### src/rtl/common.vh
// Shared exception-code definitions used by the memory arbiter and its clients.
`ifndef COMMON_VH
`define COMMON_VH

`define EXC_CODE_WIDTH 4
`define EC_NONE        4'd0
`define EC_BUS_ERR     4'd1

`endif

### src/rtl/mem_arbiter_pkg.sv
// Types and helpers shared by the memory arbiter and code that talks to it.
`include "common.vh"

package mem_arbiter_pkg;

  // Which requester owns the current bus transaction
  typedef enum logic {
    CLIENT_IF  = 1'b0,
    CLIENT_MEM = 1'b1
  } client_e;

  // Registered command presented on the shared bus
  typedef struct packed {
    logic        we;
    logic [3:0]  be;
    logic [31:0] addr;
    logic [31:0] wdata;
  } bus_cmd_t;

  localparam int unsigned EXC_W = `EXC_CODE_WIDTH;
  localparam logic [`EXC_CODE_WIDTH-1:0] EC_NONE_C    = `EC_NONE;
  localparam logic [`EXC_CODE_WIDTH-1:0] EC_BUS_ERR_C = `EC_BUS_ERR;
  localparam logic [3:0] IF_BYTE_EN = 4'hF;

  // Instruction fetches are always full-word reads with no store data
  function automatic bus_cmd_t fetch_cmd(input logic [31:0] addr);
    bus_cmd_t cmd;
    cmd.we    = 1'b0;
    cmd.be    = IF_BYTE_EN;
    cmd.addr  = addr;
    cmd.wdata = '0;
    return cmd;
  endfunction

endpackage

### src/rtl/mem_arbiter.sv
// Two-client (instruction fetch / MEM stage) arbiter for a single shared bus.
// MEM has priority; a stuck bus is aborted after TIMEOUT_CYC cycles with a
// bus-error exception. Optional IF anti-starvation guard is enabled by
// defining MEM_ARB_IF_STARVE_GUARD_EN.
`include "common.vh"

module mem_arbiter
  import mem_arbiter_pkg::*;
#(
  parameter int unsigned TIMEOUT_CYC  = 255,
  parameter int unsigned STARVE_LIMIT = 4
) (
  input  logic                       clk,
  input  logic                       rst,
  input  logic                       if_req,
  input  logic [31:0]                if_addr,
  output logic [31:0]                if_rdata,
  output logic [`EXC_CODE_WIDTH-1:0] if_exc_code,
  output logic                       if_ack,
  input  logic                       mem_req,
  input  logic                       mem_we,
  input  logic [3:0]                 mem_be,
  input  logic [31:0]                mem_addr,
  input  logic [31:0]                mem_wdata,
  output logic [31:0]                mem_rdata,
  output logic [`EXC_CODE_WIDTH-1:0] mem_exc_code,
  output logic                       mem_ack,
  output logic                       bus_req,
  output logic                       bus_we,
  output logic [3:0]                 bus_be,
  output logic [31:0]                bus_addr,
  output logic [31:0]                bus_wdata,
  input  logic [31:0]                bus_rdata,
  input  logic                       bus_ack,
  input  logic [`EXC_CODE_WIDTH-1:0] bus_exc_code,
  output logic                       busy
);

  typedef enum logic [1:0] {
    IDLE    = 2'd0,
    GNT_IF  = 2'd1,
    GNT_MEM = 2'd2,
    DONE    = 2'd3
  } state_e;

  localparam int unsigned TMO_W = $clog2(TIMEOUT_CYC + 1);
  localparam logic [TMO_W-1:0] TMO_LAST = TMO_W'(TIMEOUT_CYC - 1);

  state_e           state_q;
  state_e           state_d;
  bus_cmd_t         cmd_q;
  logic [TMO_W-1:0] tmo_q;
  logic             tmo_last;
  logic             force_if;
  client_e          gnt_client;

  // The last waiting cycle is the one where the counter sits one below the limit
  assign tmo_last   = (tmo_q == TMO_LAST);
  assign gnt_client = (state_q == GNT_MEM) ? CLIENT_MEM : CLIENT_IF;
  assign busy       = (state_q != IDLE);

  assign bus_we    = cmd_q.we;
  assign bus_be    = cmd_q.be;
  assign bus_addr  = cmd_q.addr;
  assign bus_wdata = cmd_q.wdata;

`ifdef MEM_ARB_IF_STARVE_GUARD_EN
  localparam int unsigned STARVE_W = $clog2(STARVE_LIMIT + 1);
  localparam logic [STARVE_W-1:0] STARVE_MAX = STARVE_W'(STARVE_LIMIT);

  logic [STARVE_W-1:0] starve_q;

  assign force_if = if_req && (starve_q == STARVE_MAX);

  // Count back-to-back MEM wins that left a fetch waiting; saturate at the limit
  always_ff @(posedge clk or negedge rst) begin
    if (!rst) begin
      starve_q <= '0;
    end else if (state_q == IDLE) begin
      if (!if_req || state_d == GNT_IF) begin
        starve_q <= '0;
      end else if (state_d == GNT_MEM && starve_q != STARVE_MAX) begin
        starve_q <= starve_q + 1'b1;
      end
    end
  end
`else
  assign force_if = 1'b0;
`endif

  // State register
  always_ff @(posedge clk or negedge rst) begin
    if (!rst) begin
      state_q <= IDLE;
    end else begin
      state_q <= state_d;
    end
  end

  // Arbitration and transaction sequencing
  always_comb begin
    state_d = state_q;
    case (state_q)
      IDLE: begin
        if (mem_req && !force_if) begin
          state_d = GNT_MEM;
        end else if (if_req) begin
          state_d = GNT_IF;
        end
      end
      GNT_IF, GNT_MEM: begin
        if (bus_ack || tmo_last) begin
          state_d = DONE;
        end
      end
      DONE: state_d = IDLE;
      default: state_d = IDLE;
    endcase
  end

  // Bus command launch, timeout counting, result capture and ack pulses
  always_ff @(posedge clk or negedge rst) begin
    if (!rst) begin
      cmd_q        <= '0;
      bus_req      <= 1'b0;
      tmo_q        <= '0;
      if_ack       <= 1'b0;
      mem_ack      <= 1'b0;
      if_rdata     <= '0;
      mem_rdata    <= '0;
      if_exc_code  <= EC_NONE_C;
      mem_exc_code <= EC_NONE_C;
    end else begin
      if_ack  <= 1'b0;
      mem_ack <= 1'b0;
      case (state_q)
        IDLE: begin
          if (state_d == GNT_MEM) begin
            cmd_q   <= '{we: mem_we, be: mem_be, addr: mem_addr, wdata: mem_wdata};
            bus_req <= 1'b1;
            tmo_q   <= '0;
          end else if (state_d == GNT_IF) begin
            cmd_q   <= fetch_cmd(if_addr);
            bus_req <= 1'b1;
            tmo_q   <= '0;
          end
        end
        GNT_IF, GNT_MEM: begin
          if (bus_ack || tmo_last) begin
            bus_req <= 1'b0;
            if (gnt_client == CLIENT_MEM) begin
              mem_ack      <= 1'b1;
              mem_rdata    <= bus_ack ? bus_rdata : '0;
              mem_exc_code <= bus_ack ? bus_exc_code : EC_BUS_ERR_C;
            end else begin
              if_ack      <= 1'b1;
              if_rdata    <= bus_ack ? bus_rdata : '0;
              if_exc_code <= bus_ack ? bus_exc_code : EC_BUS_ERR_C;
            end
          end
          if (!bus_ack) begin
            tmo_q <= tmo_q + 1'b1;
          end
        end
        default: ;
      endcase
    end
  end

endmodule
### config.mk
export PLATFORM = sky130hd
export DESIGN_NAME = mem_arbiter
export DESIGN_NICKNAME = d
export VERILOG_FILES = /design/src/rtl/mem_arbiter_pkg.sv /design/src/rtl/mem_arbiter.sv
export VERILOG_INCLUDE_DIRS = /design/src /design/src/rtl
export SDC_FILE = /design/constraint.sdc
export NUM_CORES = 1
export LEC_CHECK = 0
export BUFFER_PORTS_ARGS = -buffer_cell sky130_fd_sc_hd__clkbuf_2
export CAP_MARGIN = 20
export CORE_MARGIN = 2
export CORE_UTILIZATION = 42
export DETAILED_ROUTE_END_ITERATION = 8
export PLACE_DENSITY = 0.83
export SYNTH_ARGS = -nofsm -noshare
export SYNTH_HDL_FRONTEND = slang
export SYNTH_SLANG_ARGS = --single-unit
### constraint.sdc
create_clock -name clk -period 2.5 [get_ports clk]
set_input_delay 0.125 -clock clk [delete_from_list [all_inputs] [get_ports clk]]
set_output_delay 0.125 -clock clk [all_outputs]
set_load 0.005 [all_outputs]
==> reports/metrics.cfg, run 1 <==
[route]
drt_iter0_markers=302
first_pass_iters=5
vias=6075
ant_nets=0
via_per_inst=5.33
wl_per_cell_um=17.2
wirelength_mm=19.6
route.detailed.drc=0

[logic_synthesis]
ys_types=35
syn_inst=555
async_flop_share_pct=100
synthFlopType=dfrtp_1
syn_nets=703
synthAdderAreaFrac_pct=1.19
syn_area_mm2=0.00630
synth_top_family_by_area=compound AO/OA/AOI/OAI gates
synth_simple_gate_area_share_pct=9.54
postSynthAreaPerCell_um2=11.3
synth-seq-area-share_pct=61.2
synth_edf_count=0
synth_xor_xnor_area_share_pct=0.556
ys_seq_elements=154
synth_mux_area_share_pct=5.09
yosysWarnings=0
synth_compound_area_share_pct=18.5

[placed_design]
dp_hpwl_mm=11.9
gp_congestion=0.785
portBuffers=286

[worst_setup_path]
worstPathRequired_ps=2790
cp-end-kind=flop
path_max_fanout=13
crit_type=flop to flop
worstPathArrival_ps=2650
crit_path_start_kind=flop

[clock_tree]
clock_path_buffers=2
cts.htree.levels=4
cts_buffers=17
clock_latency_ps=410
cts_num_sinks=154
root_buffer=clkbuf_16
tritoncts=built
path_clk_slew_ps=70

[flow_run]
max-cap-violations=0

[floorplan]
die_area_mm2=0.0160
io_pins=287
row_count=44
die_w_um=126
die_y_um=126
start_util_pct=43.2
core_mm2=0.0146

[grt]
overflow=0
grt_first_pass_wirelength_mm=31.3
grt_usage_pct=24.4
antenna_found_initial=0
grt_pass1_vias=6140
grt_max_degree=59

[sta]
holdWs_ps=9.62
tightest_slew_ps=606
skew_ps=8.54
fmax_mhz=422
finalHoldViolations=0
setup_viol=0
final.min_clock_period_ps=2370
slew_viol_final=0
final.period_utilization_pct=94.7
slew_headroom_pct=59.4

[final_layout]
drive_gt1_share_pct=38.1
nets=1091
area_delta_synth_final_pct=52.6
antenna_cells=0

[power_and_ir_drop]
power_density_mw_per_mm2=1390
ir_drop_uv=886
power_w=0.0134
leakage_nw=4.93

[outcome]
outcome=completed

[worst_hold_path]
hold_class=input pin to flop

## registers in the layout, summed over array words and instances, names as in the netlist
signal,cells
bus_addr,32
bus_be,4
bus_req,1
bus_wdata,32
bus_we,1
if_ack,1
if_exc_code,4
if_rdata,32
mem_ack,1
mem_exc_code,4
mem_rdata,32
state_q,2
tmo_q,8
## kinds of logic after synthesis
logic type,Yosys count
xor+xnor,4
buf+inv,50
mux,32
flops,154
compound gates,167
fa+ha+maj,6
simple gates,142
## through the flow
step	area (µm²)	utilization (%)	instances	setup TNS, ps	setup slack (ps)
final	9610	65.9	1140	0	133
after global routing	9610	65.9	1140	-24.5	-9.62
after CTS	9580	65.7	1137	0	17.3
after detailed placement	8040	55.1	1010	-1730	-79.5
after global placement	8040	55.1	1010	0	80.8
after floorplan	6330	-	555	0	38.8
## what timing repair did
action | in CTS | in global routing
hold endpoints to repair | 168 | 0
setup buffers | 4 | 3
resized for setup | 1 | 5
endpoints found under the setup margin | 43 | 71
gates cloned | 1 | 0
hold buffers | 90 | 0
## power by group
group | switching [W] | internal [W]
clock network | 0.00107 | 0.00139
registers | 0.000634 | 0.00358
logic | 0.00351 | 0.00317
total | 0.00521 | 0.00814
## worst paths after layout
kind | from | end | slack [ps] | depth (start not counted)
setup / recovery | tmo_q[1] | bus_addr[31] | 130 | 7
hold / removal | if_addr[14] | bus_addr[14] | 10 | 3
setup reg to reg | tmo_q[1] | bus_addr[31] | 130 | 7
hold reg to reg | bus_addr[22] | bus_addr[22] | 480 | 2
max in group asynchronous | rst | mem_rdata[0] | 1610 | 3
min in group asynchronous | rst | bus_wdata[19] | 210 | 2
## cell usage in the layout (no fill, tap or decap), drive strengths merged
cell type	Yosys	final
bufinv	0	1
and4	2	2
dfrtp	154	154
nand3	3	3
o41ai	1	1
clkbuf	24	303
o221ai	2	2
and2	3	3
nand3b	1	1
dlygate4sd3	0	90
o21ai	78	78
mux2i	32	32
nand2	106	106
a21oi	7	7
a21boi	2	2
clkinvlp	0	3
or3	2	2
nor2	11	11
o2111ai	2	2
xor2	4	4
and3	1	1
nor2b	8	8
a22o	70	70
a2bb2oi	2	2
buf	18	36
nor3	4	4
clkinv	0	4
o211ai	2	2
ha	6	6
a221o	1	1
inv	8	14
nand2b	1	1
## cells in the mapped netlist, types with 6 or more instances
library cell,number,area share [%]
dfrtp_1,154,61
inv_1,7,0.42
ha_1,6,1.2
o21ai_0,76,6.0
nand2_1,106,6.3
buf_6,6,1.1
a21oi_1,7,0.56
mux2i_1,32,5.1
nor2_1,10,0.60
clkbuf_1,23,1.4
nor2b_1,8,0.79
a22o_1,70,9.7
buf_2,8,0.64
## routing by layer
| layer | global-route usage [%] | wire, µm |
|---|---|---|
| met5 | 0 | 0 |
| met4 | 9.57 | 476 |
| met3 | 7.00 | 1700 |
| met2 | 40.4 | 9730 |
| met1 | 30.3 | 7720 |
## critical path, cell delays in order (launching register included)
cell and delay [ps]:
dfrtp_1 440, ha_1 210, and4_1 240, o41ai_2 320, ha_4 360, buf_4 210, mux2i_1 300, o21ai_0 140
## final cells by class
class                           instances  area [µm²]
Multi-Input combinational cell        351        2250
Timing Repair Buffer                  411        2680
Fill cell                             984        4980
Tap cell                              184         230
Sequential cell                       154        3850
Clock inverter                         14         138
Inverter                                8        30.0
Clock buffer                           18         429
Note: power is estimated with default switching activity, not from simulation.
==> run 2: changes to the inputs <==
--- a/config.mk
+++ b/config.mk
@@ -9,9 +9,9 @@
 export BUFFER_PORTS_ARGS = -buffer_cell sky130_fd_sc_hd__clkbuf_2
 export CAP_MARGIN = 20
 export CORE_MARGIN = 2
-export CORE_UTILIZATION = 42
+export CORE_UTILIZATION = 47
 export DETAILED_ROUTE_END_ITERATION = 8
-export PLACE_DENSITY = 0.83
+export PLACE_DENSITY = 0.87
 export SYNTH_ARGS = -nofsm -noshare
 export SYNTH_HDL_FRONTEND = slang
 export SYNTH_SLANG_ARGS = --single-unit
==> constraint.sdc (replaced) <==
create_clock -name clk -period 2.2 [get_ports clk]
set_input_delay 0.11 -clock clk [delete_from_list [all_inputs] [get_ports clk]]
set_output_delay 0.11 -clock clk [all_outputs]
set_load 0.005 [all_outputs]
==> run 2 against run 1 <==
The flow now finishes with violations (setup timing). Die area decreased by 10%. Global-route usage increased by 7.7 points. Worst setup slack got worse by 190 ps. Critical path type unchanged. Largest cell class unchanged.
==> reports/metrics.cfg, run 2 (synthesized netlist as in run 1, its figures left out) <==
[outcome]
outcome=complete, but fails checks
violations=setup timing

[sta]
tightest_slew_ps=525  ; -81.3 ps
fmax_mhz=443  ; +4.8%
final.min_clock_period_ps=2260  ; -108 ps
holdWs_ps=15.6  ; +6.02 ps
rsz0062_at_grt=yes
slew_viol_final=0  ; unchanged
setup_viol=16  ; +16
finalHoldViolations=0  ; unchanged
slew_headroom_pct=64.9  ; +5.4 points
final.period_utilization_pct=103  ; +8.0 points
fin_ws_ps=-59.2  ; -192 ps
skew_ps=13.1  ; +4.56 ps

[floorplan]
die_area_mm2=0.0143  ; -10%
core_mm2=0.0132  ; -9.6%
die_w_um=120  ; -5.3%
row_count=42  ; -4.5%
io_pins=287  ; unchanged
start_util_pct=47.8  ; +4.6 points
die_y_um=120  ; -5.3%

[clock_tree]
root_buffer=clkbuf_16
clock_latency_ps=420  ; about the same
cts_num_sinks=154  ; unchanged
path_clk_slew_ps=70  ; about the same
cts_buffers=17  ; unchanged
cts.htree.levels=4  ; unchanged
tritoncts=built
clock_path_buffers=2  ; unchanged

[grt]
antenna_found_initial=0  ; unchanged
overflow=0  ; unchanged
grt_first_pass_wirelength_mm=35.2  ; +13%
grt_usage_pct=32.1  ; +7.7 points
grt_pass1_vias=6709  ; +9.3%
grt_max_degree=58  ; -1.7%

[worst_setup_path]
cp-end-kind=flop
r2r_cells=8  ; +1
worstPathArrival_ps=2580  ; -70 ps
rr_endpoint=bus_wdata[12]
worstPathRequired_ps=2520  ; -270 ps
path_max_fanout=14  ; +1
crit_path_start_kind=flop
crit_type=flop to flop
r2r_slack_ps=-60  ; -190 ps
cp-startpoint=state_q[1]
worstReg2RegStart=state_q[1]

[flow_run]
max-cap-violations=0  ; unchanged

[route]
first_pass_iters=5  ; unchanged
route.detailed.drc=0  ; unchanged
via_per_inst=5.58  ; +4.7%
drt_iter0_markers=570  ; +89%
wirelength_mm=23.5  ; +20%
vias=6526  ; +7.4%
wl_per_cell_um=20.1  ; +17%
ant_nets=0  ; unchanged

[final_layout]
final_common_cell=clkbuf_2
layout_common_cells=285 x clkbuf_2, 154 x dfrtp_1, 119 x dlygate4sd3_1, 105 x nand2_1, 70 x a22o_1
antenna_cells=0  ; unchanged
nets=1129  ; +3.5%
final_area_mm2=0.0101  ; +4.8%
fillers=745  ; -24%
drive_gt1_share_pct=38.6  ; +0.56 points
area_delta_synth_final_pct=59.9

[worst_hold_path]
min_to=bus_addr[4]
hold_class=input pin to flop
min_delay_path_depth=3  ; unchanged
min_from=if_addr[4]

[power_and_ir_drop]
power_density_mw_per_mm2=1590  ; +14%
ir_drop_uv=1060  ; +20%
power_w=0.0160  ; +20%
leakage_nw=5.12  ; +3.8%

[placed_design]
preCtsSetupSlack_ps=-106  ; -26.6 ps
portBuffers=286  ; unchanged
gp_congestion=0.799  ; +1.8%
dp_hpwl_mm=12.7  ; +7.2%
place_area_mm2=0.00816  ; +1.5%

[run 2: area by class of cell]
class / count / area (µm²) / area share [%]
Clock buffer: 18 / 439 / 4.36
Sequential cell: 154 / 3850 / 38.3
Timing Repair Buffer: 448 / 3070 / 30.5
Multi-Input combinational cell: 352 / 2320 / 23.1
Inverter: 8 / 30.0 / 0.298
Tap cell: 176 / 220 / 2.19
Clock inverter: 14 / 133 / 1.32
[run 2: routing by layer]
layer	wire length, µm	track usage (%)
met1	8370	36.6
met2	11700	54.4
met3	2210	8.37
met4	1260	19.0
met5	0	0
[run 2: worst max-delay path by stage]
stage | to | slack (ps) | cells after the start
2_1_floorplan | bus_addr[24] | -110 | 13
3_3_place_gp | tmo_q[4] | 8 | 9
3_5_place_dp | tmo_q[7] | -110 | 9
4_1_cts | tmo_q[7] | 7 | 9
5_1_grt | bus_wdata[11] | -130 | 11
6_report | bus_wdata[12] | -60 | 8
[run 2: what timing repair did]
action,4_1_cts,5_1_grt
setup endpoints to repair,72,75
setup buffers,2,4
gates cloned,0,2
resized for setup,8,21
endpoints found under the hold margin,186,0
pin swaps,1,6
hold buffers,119,0
[run 2: stage by stage]
stage          setup TNS (ps)  std cells  utilization [%]
2_1_floorplan           -3040        555                -
3_3_place_gp                0       1011             61.9
3_5_place_dp            -3440       1011             61.9
4_1_cts                     0       1164             75.5
5_1_grt                 -4380       1170             76.3
6_report                 -373       1170             76.3
[run 2: report_power, final]
part | internal, W | switching [W]
clock | 0.00161 | 0.00123
sequential | 0.00407 | 0.000809
combinational | 0.00387 | 0.00441
total | 0.00956 | 0.00645
[run 2: critical path, cell delays in order (launching register included)]
cell	delay, ps
dfrtp_1	390
inv_2	80
ha_4	170
buf_6	130
o41ai_4	380
ha_4	290
nand2b_4	240
buf_4	230
o21ai_0	250
